[config.mk]
export PLATFORM = sky130hd
export DESIGN_NAME = register_bank_sb
export DESIGN_NICKNAME = d
export VERILOG_FILES = /design/src/rtl/register_bank_sb.sv
export SDC_FILE = /design/constraint.sdc
export NUM_CORES = 1
export LEC_CHECK = 0
export CAP_MARGIN = 10
export CORE_AREA = 2 2 432 434
export CTS_CLUSTER_DIAMETER = 200
export CTS_CLUSTER_SIZE = 20
export DETAILED_ROUTE_END_ITERATION = 8
export DIE_AREA = 0 0 434 436
export GPL_TIMING_DRIVEN = 0
export PLACE_DENSITY = 0.51
export SLEW_MARGIN = 20
export SYNTH_ARGS = -nofsm -noshare
export SYNTH_HDL_FRONTEND = slang
export SYNTH_SLANG_ARGS = --single-unit
[constraint.sdc]
create_clock -name clk -period 2.3 [get_ports clk]
set_clock_uncertainty 0.15 [all_clocks]
set_input_delay 0.575 -clock clk [delete_from_list [all_inputs] [get_ports clk]]
set_output_delay 0.575 -clock clk [all_outputs]
set_load 0.02 [all_outputs]
[src/rtl/register_bank_sb.sv]
// register_bank_sb: 32x WIDTH architectural register bank with a pending-write scoreboard for RAW hazard detection
module register_bank_sb #(
    parameter int unsigned WIDTH   = 32,
    parameter bit          ZERO_R0 = 1'b1
) (
    input  logic             clk,
    input  logic             rst_n,
    input  logic             we,
    input  logic [4:0]       wa,
    input  logic [WIDTH-1:0] wd,
    input  logic             issue_valid,
    input  logic [4:0]       issue_rd,
    input  logic             flush,
    output logic [WIDTH-1:0] Q0,
    output logic [WIDTH-1:0] Q1,
    output logic [WIDTH-1:0] Q2,
    output logic [WIDTH-1:0] Q3,
    output logic [WIDTH-1:0] Q4,
    output logic [WIDTH-1:0] Q5,
    output logic [WIDTH-1:0] Q6,
    output logic [WIDTH-1:0] Q7,
    output logic [WIDTH-1:0] Q8,
    output logic [WIDTH-1:0] Q9,
    output logic [WIDTH-1:0] Q10,
    output logic [WIDTH-1:0] Q11,
    output logic [WIDTH-1:0] Q12,
    output logic [WIDTH-1:0] Q13,
    output logic [WIDTH-1:0] Q14,
    output logic [WIDTH-1:0] Q15,
    output logic [WIDTH-1:0] Q16,
    output logic [WIDTH-1:0] Q17,
    output logic [WIDTH-1:0] Q18,
    output logic [WIDTH-1:0] Q19,
    output logic [WIDTH-1:0] Q20,
    output logic [WIDTH-1:0] Q21,
    output logic [WIDTH-1:0] Q22,
    output logic [WIDTH-1:0] Q23,
    output logic [WIDTH-1:0] Q24,
    output logic [WIDTH-1:0] Q25,
    output logic [WIDTH-1:0] Q26,
    output logic [WIDTH-1:0] Q27,
    output logic [WIDTH-1:0] Q28,
    output logic [WIDTH-1:0] Q29,
    output logic [WIDTH-1:0] Q30,
    output logic [WIDTH-1:0] Q31,
    output logic [31:0]      pending
);
    logic [WIDTH-1:0] regs [32];
    logic [31:0]      pend_nxt;
    logic             wr_en;

    assign wr_en = we && !(ZERO_R0 && wa == 5'd0);

    // Set beats clear on the same address; flush overrides both; R0 can never be pending when hardwired
    always_comb begin
        pend_nxt = pending;
        if (we) pend_nxt[wa] = 1'b0;
        if (issue_valid) pend_nxt[issue_rd] = 1'b1;
        if (flush) pend_nxt = '0;
        if (ZERO_R0) pend_nxt[0] = 1'b0;
    end

    always_ff @(posedge clk or negedge rst_n) begin
        if (!rst_n) begin
            for (int i = 0; i < 32; i++) regs[i] <= '0;
            pending <= '0;
        end else begin
            if (wr_en) regs[wa] <= wd;
            pending <= pend_nxt;
        end
    end

    assign Q0  = regs[0];
    assign Q1  = regs[1];
    assign Q2  = regs[2];
    assign Q3  = regs[3];
    assign Q4  = regs[4];
    assign Q5  = regs[5];
    assign Q6  = regs[6];
    assign Q7  = regs[7];
    assign Q8  = regs[8];
    assign Q9  = regs[9];
    assign Q10 = regs[10];
    assign Q11 = regs[11];
    assign Q12 = regs[12];
    assign Q13 = regs[13];
    assign Q14 = regs[14];
    assign Q15 = regs[15];
    assign Q16 = regs[16];
    assign Q17 = regs[17];
    assign Q18 = regs[18];
    assign Q19 = regs[19];
    assign Q20 = regs[20];
    assign Q21 = regs[21];
    assign Q22 = regs[22];
    assign Q23 = regs[23];
    assign Q24 = regs[24];
    assign Q25 = regs[25];
    assign Q26 = regs[26];
    assign Q27 = regs[27];
    assign Q28 = regs[28];
    assign Q29 = regs[29];
    assign Q30 = regs[30];
    assign Q31 = regs[31];
endmodule

== After elaboration in Yosys (flattened, before gate mapping) ==
Cells that the tools add are included.

* Add/sub/neg operators: 0
* Multipliers: 0
* Div/mod/pow operators: 0
* Order comparisons: 6
* Eq/ne operators: 0
* Shift operators: 0
* Multiplexer cells: 10
* Bitwise gates (word level): 4
* Reductions and logical operators: 6

{| class="wikitable"
|+ Operators by type and width
! cell !! number
|-
| bitwise mux 1024 bit || 1
|-
| demux 32 bit (select 5 bit) || 1
|-
| two-way mux 32 bit || 4
|-
| AND 32 bit || 1
|-
| NOT 32 bit || 1
|-
| OR 32 bit || 1
|-
| < comparator 5 x 6 -> 1 bit (second input constant) || 2
|-
| demux 1 bit (select 5 bit) || 2
|-
| greater-or-equal comparator 5 x 1 -> 1 bit (second input constant) || 2
|-
| greater-or-equal comparator 6 bit (second input constant) || 1
|-
| < comparator 6 x 1 -> 1 bit (second input constant) || 1
|-
| NOT 5 -> 6 bit || 1
|-
| logical NOT 5 bit || 1
|-
| logical AND 1 bit || 4
|-
| two-way mux 1 bit || 2
|-
| logical NOT 1 bit || 1
|}

* Flip-flop bits (word level): 1055
* Latch bits: 0
* Memory bits (writable): 0
* ROM bits: 0
* Input bits: 47
* Output and inout bits: 1056
* Word-level logic and storage cells: 59
* Memories: 0

== Longest topological paths before layout ==
Gate-level depths: netlist (run 1).

* Depth after elaboration: 10
* Mapped depth: 6
* Gate-level depth less buffers: 3

== Worst setup path before layout (run 1) ==
Ideal clock, no wire load.

* Path type: input -> register
* From: input wa[1]
* To: register regs, in the netlist Q24[10]
* Setup time: 0.125 ns
* Arrival time: 1.864 ns
* Required time: 2.025 ns
* Path slack: 0.161 ns
* Cell stages on the path: 6
* Path buffers: 3
* Cells stage by stage: buf_2 nor4b_2 nor2b_1 buf_2 buf_2 mux2_2

* Cells in the longest elaborated chain, start to end: 6
* Elaborated cells between the ends (all ways): 10
* Classes of those cells: 2 x order compare; 3 x mux; 1 x bitwise; 4 x reduce/logical

{| class="wikitable"
|+ RTL lines
! item !! line !! source
|-
| from (decl) || 9 || <nowiki>input logic [4:0] wa,</nowiki>
|-
| NOT 5 -> 6 bit (implied by the code) || 68 || <nowiki>if (wr_en) regs[wa] <= wd;</nowiki>
|-
| greater-or-equal comparator 6 bit (implied by the code) or < comparator 6 x 1 -> 1 bit (tied branches) || 68 ||
|-
| logical AND 1 bit (implied by the code) || 68 ||
|-
| two-way mux 32 bit (implied by the code) || 68 ||
|-
| demux 32 bit (select 5 bit) || 68 ||
|-
| bitwise mux 1024 bit || 68 ||
|-
| to (signal, indexed assignment) || 68 ||
|-
| to (decl) || 48 || <nowiki>logic [WIDTH-1:0] regs [32];</nowiki>
|}

Several ways; a longest one is shown, not always the timed one.
A chain may end at the register's enable or synchronous reset.

== Final worst setup path (run 1) ==
* From: input wa[1]
* To: register regs, in the netlist Q28[19]

The elaborated chain is that of the path after synthesis.

==> results of run 1 <==
## layout by cell type, fill, tap and decap left out, types with 2 or more instances in the layout
| master | instances |
|---|---|
| dfrtp_1 | 1054 |
| dlygate4sd2_1 | 974 |
| mux2_2 | 905 |
| clkbuf_1 | 132 |
| mux2_1 | 87 |
| clkbuf_16 | 61 |
| clkdlybuf4s15_1 | 49 |
| buf_4 | 47 |
| clkdlybuf4s50_1 | 42 |
| buf_2 | 29 |
| clkdlybuf4s15_2 | 29 |
| clkbuf_4 | 22 |
| nor2b_1 | 19 |
| inv_1 | 17 |
| o32ai_1 | 17 |
| o2bb2ai_1 | 14 |
| nor2_4 | 11 |
| diode_2 | 10 |
| buf_6 | 10 |
| buf_16 | 9 |
| nand2_4 | 7 |
| buf_12 | 7 |
| buf_8 | 6 |
| nand2_1 | 4 |
| nand4b_1 | 4 |
| clkbuf_2 | 4 |
| nand2b_1 | 3 |
| nand3b_1 | 3 |
| or3_4 | 3 |
| dlymetal6s2s_1 | 3 |
| and4bb_2 | 2 |
| nor2_1 | 2 |
| or3b_2 | 2 |
| or2_4 | 2 |
## worst paths after layout
| kind | start | endpoint | depth (start not counted) |
|---|---|---|---|
| max | wa[1] | Q28[19] | 7 |
| min | rst_n | Q14[25] | 1 |
| max reg2reg | Q13[6] | Q13[6] | 1 |
| min reg2reg | Q0[17] | Q0[17] | 1 |
| max in group asynchronous | rst_n | Q9[3] | 4 |
| min in group clk | Q0[17] | Q0[17] | 1 |
## cells in the mapped netlist (all sizes together) (2+ instances only)
cell type | number | share of area, %
or2 | 2 | 0.032
nand2 | 12 | 0.11
nor2b | 21 | 0.33
or3b | 2 | 0.044
o2bb2ai | 14 | 0.31
nand2b | 4 | 0.064
dfrtp | 1055 | 67
o32ai | 17 | 0.38
nor2 | 13 | 0.12
clkbuf | 142 | 1.4
inv | 17 | 0.16
and4bb | 2 | 0.064
nand4b | 4 | 0.089
mux2 | 992 | 28
or3 | 4 | 0.064
nand3b | 3 | 0.057
buf | 97 | 1.3
## timing repair
item | in CTS | in global routing
setup endpoints to repair | 2100 | 935
gates cloned | 1 | 2
resized for setup | 1238 | 64
buffers inserted | 18 | 3
pin swaps | 9 | 1
endpoints found under the hold margin | 126 | 126
## report_power, final
part           total (mW)  switching (mW)  internal, mW
clock                11.1            6.48          4.58
combinational        14.7            8.87          5.82
sequential           23.5            1.62          21.9
total                49.3            17.0          32.3
## per-layer routing
| metal | global-route usage [%] | part of all wire (%) | vias up |
|---|---|---|---|
| li1 | - | - | 10700 |
| met1 | 19.9 | 38 | 13300 |
| met2 | 32.3 | 53 | 727 |
| met3 | 4.45 | 6.1 | 181 |
| met4 | 4.80 | 3.1 | 10 |
| met5 | 0 | 0.036 | - |
## final cells by class
| class | instances | share of cell area, % |
|---|---|---|
| clock inverter | 3 | 0.0661 |
| clock buffer | 59 | 2.69 |
| multi-input combinational | 1098 | 22.0 |
| inverter | 17 | 0.116 |
| sequential | 1055 | 48.1 |
| buffer | 228 | 2.16 |
| tap | 2480 | 5.66 |
| timing repair buffer | 1138 | 19.1 |
| antenna | 10 | 0.0456 |
## kinds of logic after synthesis
family | Yosys count | share of synthesized area (%)
DFF | 1055 | 67.0
muxes | 992 | 28.4
buffers and inverters | 256 | 2.78
and+or+nand+nor | 74 | 1.15
AOI/OAI and AO/OA | 31 | 0.689
other | 1 | 0.00952
## metrics by stage
stage,TNS [ns],cell area [um^2],power (mW)
2_1_floorplan,0,39400,31.3
3_3_place_gp,-,53500,41.1
3_5_place_dp,-1402.77,53900,41.4
4_1_cts,-15.87,54600,50.1
5_1_grt,-1.62,54800,51.6
6_report,-0.247,54900,49.3
## worst max-delay path, cell delays in order
cell             delay (ns)
clkdlybuf4s50_1        0.42
buf_2                  0.21
and4bb_2               0.45
nor2b_1                0.17
buf_4                  0.27
buf_4                  0.28
mux2_2                 0.36
==> report_table.html, run 1 <==
<table>
<tr><th>Metric</th><th>Value</th></tr>
<tr><th colspan="2">Status</th></tr>
<tr><td>Outcome</td><td>finished, violations left</td></tr>
<tr><td>Failing checks</td><td>hold timing, setup timing</td></tr>
<tr><th colspan="2">STA</th></tr>
<tr><td>Post-route worst setup slack</td><td>-0.0285 ns</td></tr>
<tr><td>Final Hold Vio Count</td><td>126</td></tr>
<tr><td>Minimum clock period</td><td>2.33 ns</td></tr>
<tr><td>Peak clock frequency supported by timing</td><td>0.429 GHz</td></tr>
<tr><td>Max-slew violation count</td><td>0</td></tr>
<tr><td>Worst hold margin</td><td>-0.311 ns</td></tr>
<tr><td>Worst slew margin</td><td>a little over a quarter</td></tr>
<tr><td>Setup repair after global routing missed its margin</td><td>true</td></tr>
<tr><td>Number of failing setup endpoints in the final timing report</td><td>21</td></tr>
<tr><td>Final critical-path share of the clock period</td><td>101%</td></tr>
<tr><td>Slew at the pin with the worst max-slew slack</td><td>between 1 and 1.5 ns</td></tr>
<tr><th colspan="2">Clock network</th></tr>
<tr><td>Clock root cell</td><td>clkbuf_16</td></tr>
<tr><td>Clk slew on worst S/H paths</td><td>approximately 0.090 ns</td></tr>
<tr><td>Total number of clock tree sinks</td><td>1,055</td></tr>
<tr><td>CTS HTree Levels</td><td>2</td></tr>
<tr><td>Max clock buf depth</td><td>3</td></tr>
<tr><td>TritonCTS clock tree</td><td>built</td></tr>
<tr><td>Clock insertion delay at the later pin of the skew report</td><td>0.69 ns</td></tr>
<tr><td>Clock buffer count from CTS</td><td>between 50 and 60</td></tr>
<tr><th colspan="2">Detailed routing</th></tr>
<tr><td>Via density per instance</td><td>between 4 and 5</td></tr>
<tr><td>Wire length after detailed routing</td><td>170 mm</td></tr>
<tr><td>Number of design-rule violations left by the first detailed-router iteration</td><td>roughly 1,000</td></tr>
<tr><td>Residual antenna-violating net count after detailed routing</td><td>0</td></tr>
<tr><td>Post-route DRC</td><td>0</td></tr>
<tr><td>Routed length per instance</td><td>between 20 and 30 um</td></tr>
<tr><td>First-pass DRT Iterations</td><td>5</td></tr>
<tr><td>Vias post-DR</td><td>around 25,000</td></tr>
<tr><th colspan="2">Placement</th></tr>
<tr><td>DP Worst Slack</td><td>-1.68 ns</td></tr>
<tr><td>Number of buffers inserted by port buffering</td><td>roughly 1,100</td></tr>
<tr><td>Count of placed standard cells including taps</td><td>around 6,000</td></tr>
<tr><td>Routability cong.</td><td>0.785</td></tr>
<tr><td>Half-perimeter wire length after detailed placement</td><td>between 100 and 150 mm</td></tr>
<tr><th colspan="2">Logic synthesis</th></tr>
<tr><td>Synth async-reset ratio</td><td>100%</td></tr>
<tr><td>Number of distinct library cells after synthesis</td><td>28</td></tr>
<tr><td>Flops &amp; latches, synth</td><td>roughly 1,100</td></tr>
<tr><td>Synth warn</td><td>0</td></tr>
<tr><td>Post-synth design cell area</td><td>around 39,000 um^2</td></tr>
<tr><td>Post-synthesis sequential area ratio</td><td>67.0%</td></tr>
<tr><td>Synthesized instance count</td><td>around 2,400</td></tr>
<tr><td>Main synth FF type</td><td>dfrtp_1</td></tr>
<tr><td>Syn nets</td><td>2,456</td></tr>
<tr><td>Average footprint of a synthesized cell</td><td>approximately 16 um^2</td></tr>
<tr><td>Number of synthesized flops with an enable pin</td><td>0</td></tr>
<tr><th colspan="2">Floorplan</th></tr>
<tr><td>Die footprint</td><td>approximately 190,000 um^2</td></tr>
<tr><td>Chip height</td><td>around 440 um</td></tr>
<tr><td>Row count</td><td>about 160</td></tr>
<tr><td>Top-level I/O count</td><td>around 1,100</td></tr>
<tr><td>Effective utilization at floorplan</td><td>21.3%</td></tr>
<tr><td>Core box area</td><td>around 180,000 um^2</td></tr>
<tr><td>Chip width</td><td>~430 um</td></tr>
<tr><th colspan="2">Layout</th></tr>
<tr><td>Layout Nets</td><td>between 3,000 and 4,000</td></tr>
<tr><td>Ratio of cells with drive above 1 in the final layout</td><td>about 32%</td></tr>
<tr><td>Layout overhead on the synthesized area</td><td>39.2%</td></tr>
<tr><td>Number of cells in the finished layout apart from fillers</td><td>around 6,100</td></tr>
<tr><td>Post-layout util</td><td>between 20% and 30%</td></tr>
<tr><td>Combined area of the multi-input logic cells</td><td>between 10,000 and 15,000 um^2</td></tr>
<tr><td>Fill count</td><td>between 15,000 and 20,000</td></tr>
<tr><td>Register area</td><td>between 20,000 and 30,000 um^2</td></tr>
<tr><th colspan="2">Worst setup path</th></tr>
<tr><td>WS Path Type</td><td>input pin to flop</td></tr>
<tr><td>Crit end category</td><td>flop</td></tr>
<tr><td>Arrival time of the worst setup path</td><td>about 2.8 ns</td></tr>
<tr><td>Flop-to-flop setup slack</td><td>approximately 1.3 ns</td></tr>
<tr><td>Critical path startpoint category</td><td>input pin</td></tr>
<tr><td>Max Fanout on Critical Path</td><td>10</td></tr>
<tr><td>CP Data Required Time</td><td>between 2 and 3 ns</td></tr>
<tr><th colspan="2">GRT</th></tr>
<tr><td>Total global routing overflow</td><td>0</td></tr>
<tr><td>Global Route Usage Sum</td><td>between 15 and 20%</td></tr>
<tr><td>Antenna violations before repair</td><td>16</td></tr>
<tr><td>Number of global-route vias before repair</td><td>about 26,000</td></tr>
<tr><td>Pin count of the biggest net entering global routing</td><td>130</td></tr>
<tr><td>First-pass GRT wire length</td><td>between 200 and 250 mm</td></tr>
<tr><th colspan="2">Pwr</th></tr>
<tr><td>Total power divided by cell area</td><td>approximately 900 nW/um^2</td></tr>
<tr><td>IR Drop Worst-Case VDD</td><td>0.592 mV</td></tr>
<tr><td>Static leakage</td><td>between 20 and 30 nW</td></tr>
<tr><th colspan="2">Flow run</th></tr>
<tr><td># Max-Cap Violations</td><td>0</td></tr>
<tr><th colspan="2">Min path</th></tr>
<tr><td>HP Class</td><td>input pin to async pin</td></tr>
</table>
Power figures use the tool's default switching activity.
==> inputs of run 2 (changes only) <==
--- a/config.mk
+++ b/config.mk
@@ -7,7 +7,7 @@
 export LEC_CHECK = 0
 export CAP_MARGIN = 10
 export CORE_AREA = 2 2 432 434
-export CTS_CLUSTER_DIAMETER = 200
+export CTS_CLUSTER_DIAMETER = 60
 export CTS_CLUSTER_SIZE = 20
 export DETAILED_ROUTE_END_ITERATION = 8
 export DIE_AREA = 0 0 434 436
==> run 2 against run 1 <==
The run still ends with hold timing, setup timing left. Worst setup slack lost 0.029 ns. Combinational power grew 3%. Flip-flop and latch count is the same.
==> report_table.html, run 2 (synthesis gave the netlist of run 1 again) <==
<table>
<tr><th>Metric</th><th>Value</th></tr>
<tr><th colspan="2">Pwr</th></tr>
<tr><td>Overall power consumption</td><td>57.9 mW (+18%)</td></tr>
<tr><td>IR Drop Worst-Case VDD</td><td>0.560 mV (-5.5%)</td></tr>
<tr><td>Total power divided by cell area</td><td>998 nW/um^2 (+11%)</td></tr>
<tr><td>Static leakage</td><td>27.1 nW (-0.46%)</td></tr>
<tr><th colspan="2">Detailed routing</th></tr>
<tr><td>Number of design-rule violations left by the first detailed-router iteration</td><td>1,085 (+6.1%)</td></tr>
<tr><td>Residual antenna-violating net count after detailed routing</td><td>0 (unchanged)</td></tr>
<tr><td>Vias post-DR</td><td>25,400 (+2.1%)</td></tr>
<tr><td>Via density per instance</td><td>4.09 (-0.16%)</td></tr>
<tr><td>Routed length per instance</td><td>27.5 um (-1.7%)</td></tr>
<tr><td>Post-route DRC</td><td>0 (unchanged)</td></tr>
<tr><td>First-pass DRT Iterations</td><td>5 (unchanged)</td></tr>
<tr><td>Wire length after detailed routing</td><td>171 mm (+0.59%)</td></tr>
<tr><th colspan="2">STA</th></tr>
<tr><td>Max-slew violation count</td><td>0 (unchanged)</td></tr>
<tr><td>Post-route worst setup slack</td><td>-0.0578 ns (-0.0293 ns)</td></tr>
<tr><td>Final Hold Vio Count</td><td>126 (unchanged)</td></tr>
<tr><td>Peak clock frequency supported by timing</td><td>0.424 GHz (-1.2%)</td></tr>
<tr><td>Minimum clock period</td><td>2.36 ns (+0.0293 ns)</td></tr>
<tr><td>Setup repair after global routing missed its margin</td><td>true</td></tr>
<tr><td>Worst slew margin</td><td>31.2% (+4.1 points)</td></tr>
<tr><td>Slew at the pin with the worst max-slew slack</td><td>1.03 ns (-0.0617 ns)</td></tr>
<tr><td>Final critical-path share of the clock period</td><td>103% (+1.3 points)</td></tr>
<tr><td>Number of failing setup endpoints in the final timing report</td><td>42 (+100%)</td></tr>
<tr><td>Worst hold margin</td><td>-0.354 ns (-0.0427 ns)</td></tr>
<tr><th colspan="2">Worst setup path</th></tr>
<tr><td>Worst setup endpoint</td><td>Q2[15]</td></tr>
<tr><td>Reg2reg end</td><td>Q13[6]</td></tr>
<tr><td>Slowest CP cell</td><td>clkdlybuf4s50_1</td></tr>
<tr><td>Kind of cell adding the most delay to the critical path</td><td>buffers and inverters</td></tr>
<tr><td>Crit end category</td><td>flop</td></tr>
<tr><td>Flop-to-flop setup slack</td><td>1.30 ns (about the same)</td></tr>
<tr><td>R2R depth</td><td>1 (unchanged)</td></tr>
<tr><td>Reg2Reg Launch Point</td><td>Q13[6]</td></tr>
<tr><td>Slowest stage delay, CP</td><td>0.49 ns (+0.04 ns)</td></tr>
<tr><td>Crit path from</td><td>wa[2]</td></tr>
<tr><td>Max Fanout on Critical Path</td><td>10 (unchanged)</td></tr>
<tr><td>Critical path startpoint category</td><td>input pin</td></tr>
<tr><td>WS Path Type</td><td>input pin to flop</td></tr>
<tr><td>Total number of cells along the worst setup path</td><td>6 (-1)</td></tr>
<tr><td>Critical path buffers and inverters</td><td>3 (-1)</td></tr>
<tr><td>Arrival time of the worst setup path</td><td>2.83 ns (+0.07 ns)</td></tr>
<tr><td>Critical path cell sequence</td><td>clkdlybuf4s50_1, buf_2, and4bb_2, nand2_2, clkbuf_4, mux2_2</td></tr>
<tr><td>CP Data Required Time</td><td>2.77 ns (+0.03 ns)</td></tr>
<tr><th colspan="2">Floorplan</th></tr>
<tr><td>Chip height</td><td>436 um (unchanged)</td></tr>
<tr><td>Core box area</td><td>185,000 um^2 (unchanged)</td></tr>
<tr><td>Chip width</td><td>434 um (unchanged)</td></tr>
<tr><td>Top-level I/O count</td><td>1,103 (unchanged)</td></tr>
<tr><td>Die footprint</td><td>189,000 um^2 (unchanged)</td></tr>
<tr><td>Effective utilization at floorplan</td><td>21.3% (unchanged)</td></tr>
<tr><td>Row count</td><td>158 (unchanged)</td></tr>
<tr><th colspan="2">Status</th></tr>
<tr><td>Failing checks</td><td>hold timing, setup timing</td></tr>
<tr><td>Outcome</td><td>finished, violations left</td></tr>
<tr><th colspan="2">Clock network</th></tr>
<tr><td>Clk slew on worst S/H paths</td><td>0.07 ns (-0.02 ns)</td></tr>
<tr><td>Clock insertion delay at the later pin of the skew report</td><td>0.74 ns (+0.05 ns)</td></tr>
<tr><td>Clock root cell</td><td>clkbuf_16</td></tr>
<tr><td>Max clock buf depth</td><td>3 (unchanged)</td></tr>
<tr><td>CTS HTree Levels</td><td>3 (+1)</td></tr>
<tr><td>TritonCTS clock tree</td><td>built</td></tr>
<tr><td>Clock buffer count from CTS</td><td>108 (+86%)</td></tr>
<tr><td>Total number of clock tree sinks</td><td>1,055 (unchanged)</td></tr>
<tr><th colspan="2">Placement</th></tr>
<tr><td>Half-perimeter wire length after detailed placement</td><td>129 mm (unchanged)</td></tr>
<tr><td>Count of placed standard cells including taps</td><td>6,003 (unchanged)</td></tr>
<tr><td>DP Area</td><td>53,900 um^2 (unchanged)</td></tr>
<tr><td>Number of buffers inserted by port buffering</td><td>1,101 (unchanged)</td></tr>
<tr><td>Routability cong.</td><td>0.785 (unchanged)</td></tr>
<tr><td>DP Worst Slack</td><td>-1.68 ns (unchanged)</td></tr>
<tr><th colspan="2">GRT</th></tr>
<tr><td>Busiest layer in global routing</td><td>met2</td></tr>
<tr><td>Global routing met3 resource utilization</td><td>4.96% (+0.51 points)</td></tr>
<tr><td>Total global routing overflow</td><td>0 (unchanged)</td></tr>
<tr><td>First-pass GRT wire length</td><td>233 mm (+0.81%)</td></tr>
<tr><td>Number of global-route vias before repair</td><td>26,700 (+1.9%)</td></tr>
<tr><td>Global routing usage on met2</td><td>32.1% (-0.20 points)</td></tr>
<tr><td>Met1 usage</td><td>19.7% (-0.17 points)</td></tr>
<tr><td>Global Route Usage Sum</td><td>17.8% (+0.21 points)</td></tr>
<tr><td>Antenna violations before repair</td><td>17 (+1)</td></tr>
<tr><td>Pin count of the biggest net entering global routing</td><td>130 (unchanged)</td></tr>
<tr><th colspan="2">Layout</th></tr>
<tr><td>Fill count</td><td>18,800 (-2.0%)</td></tr>
<tr><td>Commonest cells after routing, fill and taps aside</td><td>dfrtp_1 (1,052), mux2_2 (905), dlygate4sd2_1 (458)</td></tr>
<tr><td>Layout Nets</td><td>3,690 (+1.3%)</td></tr>
<tr><td>Layout overhead on the synthesized area</td><td>47.3%</td></tr>
<tr><td>Final design instance area without fill</td><td>58,000 um^2 (+5.8%)</td></tr>
<tr><td>Number of cells in the finished layout apart from fillers</td><td>6,228 (+2.3%)</td></tr>
<tr><td>Ratio of cells with drive above 1 in the final layout</td><td>42.2% (+9.7 points)</td></tr>
<tr><td>Most common library cell in the layout ignoring fill and taps</td><td>dfrtp_1</td></tr>
<tr><th colspan="2">Flow run</th></tr>
<tr><td># Max-Cap Violations</td><td>0 (unchanged)</td></tr>
<tr><th colspan="2">Min path</th></tr>
<tr><td>HP Class</td><td>input pin to async pin</td></tr>
</table>
## run 2: repair_timing
| item | 4_1_cts | 5_1_grt |
|---|---|---|
| pin swaps | 8 | 4 |
| cloned | 1 | 2 |
| buffers inserted | 15 | 3 |
| gates resized for setup | 2049 | 54 |
| endpoints found under the hold margin | 126 | 126 |
| endpoints found under the setup margin | 1917 | 812 |
## run 2: how the worst min path moves through the flow
stage	slack [ns]	end	cells past startpoint
after floorplan	0.13	Q0[0]	0
after global placement	0.29	Q0[29]	1
after detailed placement	0.30	Q0[17]	1
after CTS	-0.40	Q16[24]	1
after global routing	-0.32	Q18[24]	1
final	-0.35	Q18[24]	1
## run 2: final cells by class
| class | instances | area [um^2] | share of cell area [%] |
|---|---|---|---|
| repair buffers | 1135 | 11400 | 19.6 |
| inverters | 17 | 63.8 | 0.110 |
| multi-input cells | 1098 | 12100 | 20.8 |
| plain buffers | 228 | 1160 | 1.99 |
| clock buffers | 123 | 2880 | 4.96 |
| well taps | 2480 | 3100 | 5.35 |
| flip-flops and latches | 1055 | 26400 | 45.5 |
| diodes | 10 | 25.0 | 0.0431 |
| clock inverters | 82 | 970 | 1.67 |
## run 2: metrics by stage
step                utilization [%]  setup TNS, ns  hold WS, ns
floorplan                         -              0        0.129
CTS                            31.3         -0.304       -0.398
global route                   31.4         -0.340       -0.320
finish                         31.4          -1.16       -0.354
global placement               29.0              -        0.294
detailed placement             29.2       -1402.77        0.296
## run 2: report_power, final
| group | leakage, nW | total (mW) | switching (mW) | internal (mW) |
|---|---|---|---|---|
| sequential | 13.6 | 23.6 | 1.70 | 21.9 |
| combinational | 11.8 | 15.2 | 8.87 | 6.34 |
| clock | 1.84 | 19.1 | 8.85 | 10.2 |
| total | 27.1 | 57.9 | 19.4 | 38.5 |
## run 2: metal layers
| layer | vias up | part of all wire [%] | wire (um) |
|---|---|---|---|
| met4 | 12 | 3.6 | 6110 |
| met2 | 781 | 52 | 89300 |
| met5 | - | 0.046 | 78 |
| met1 | 13500 | 37 | 64000 |
| li1 | 10900 | - | - |
| met3 | 230 | 6.8 | 11700 |
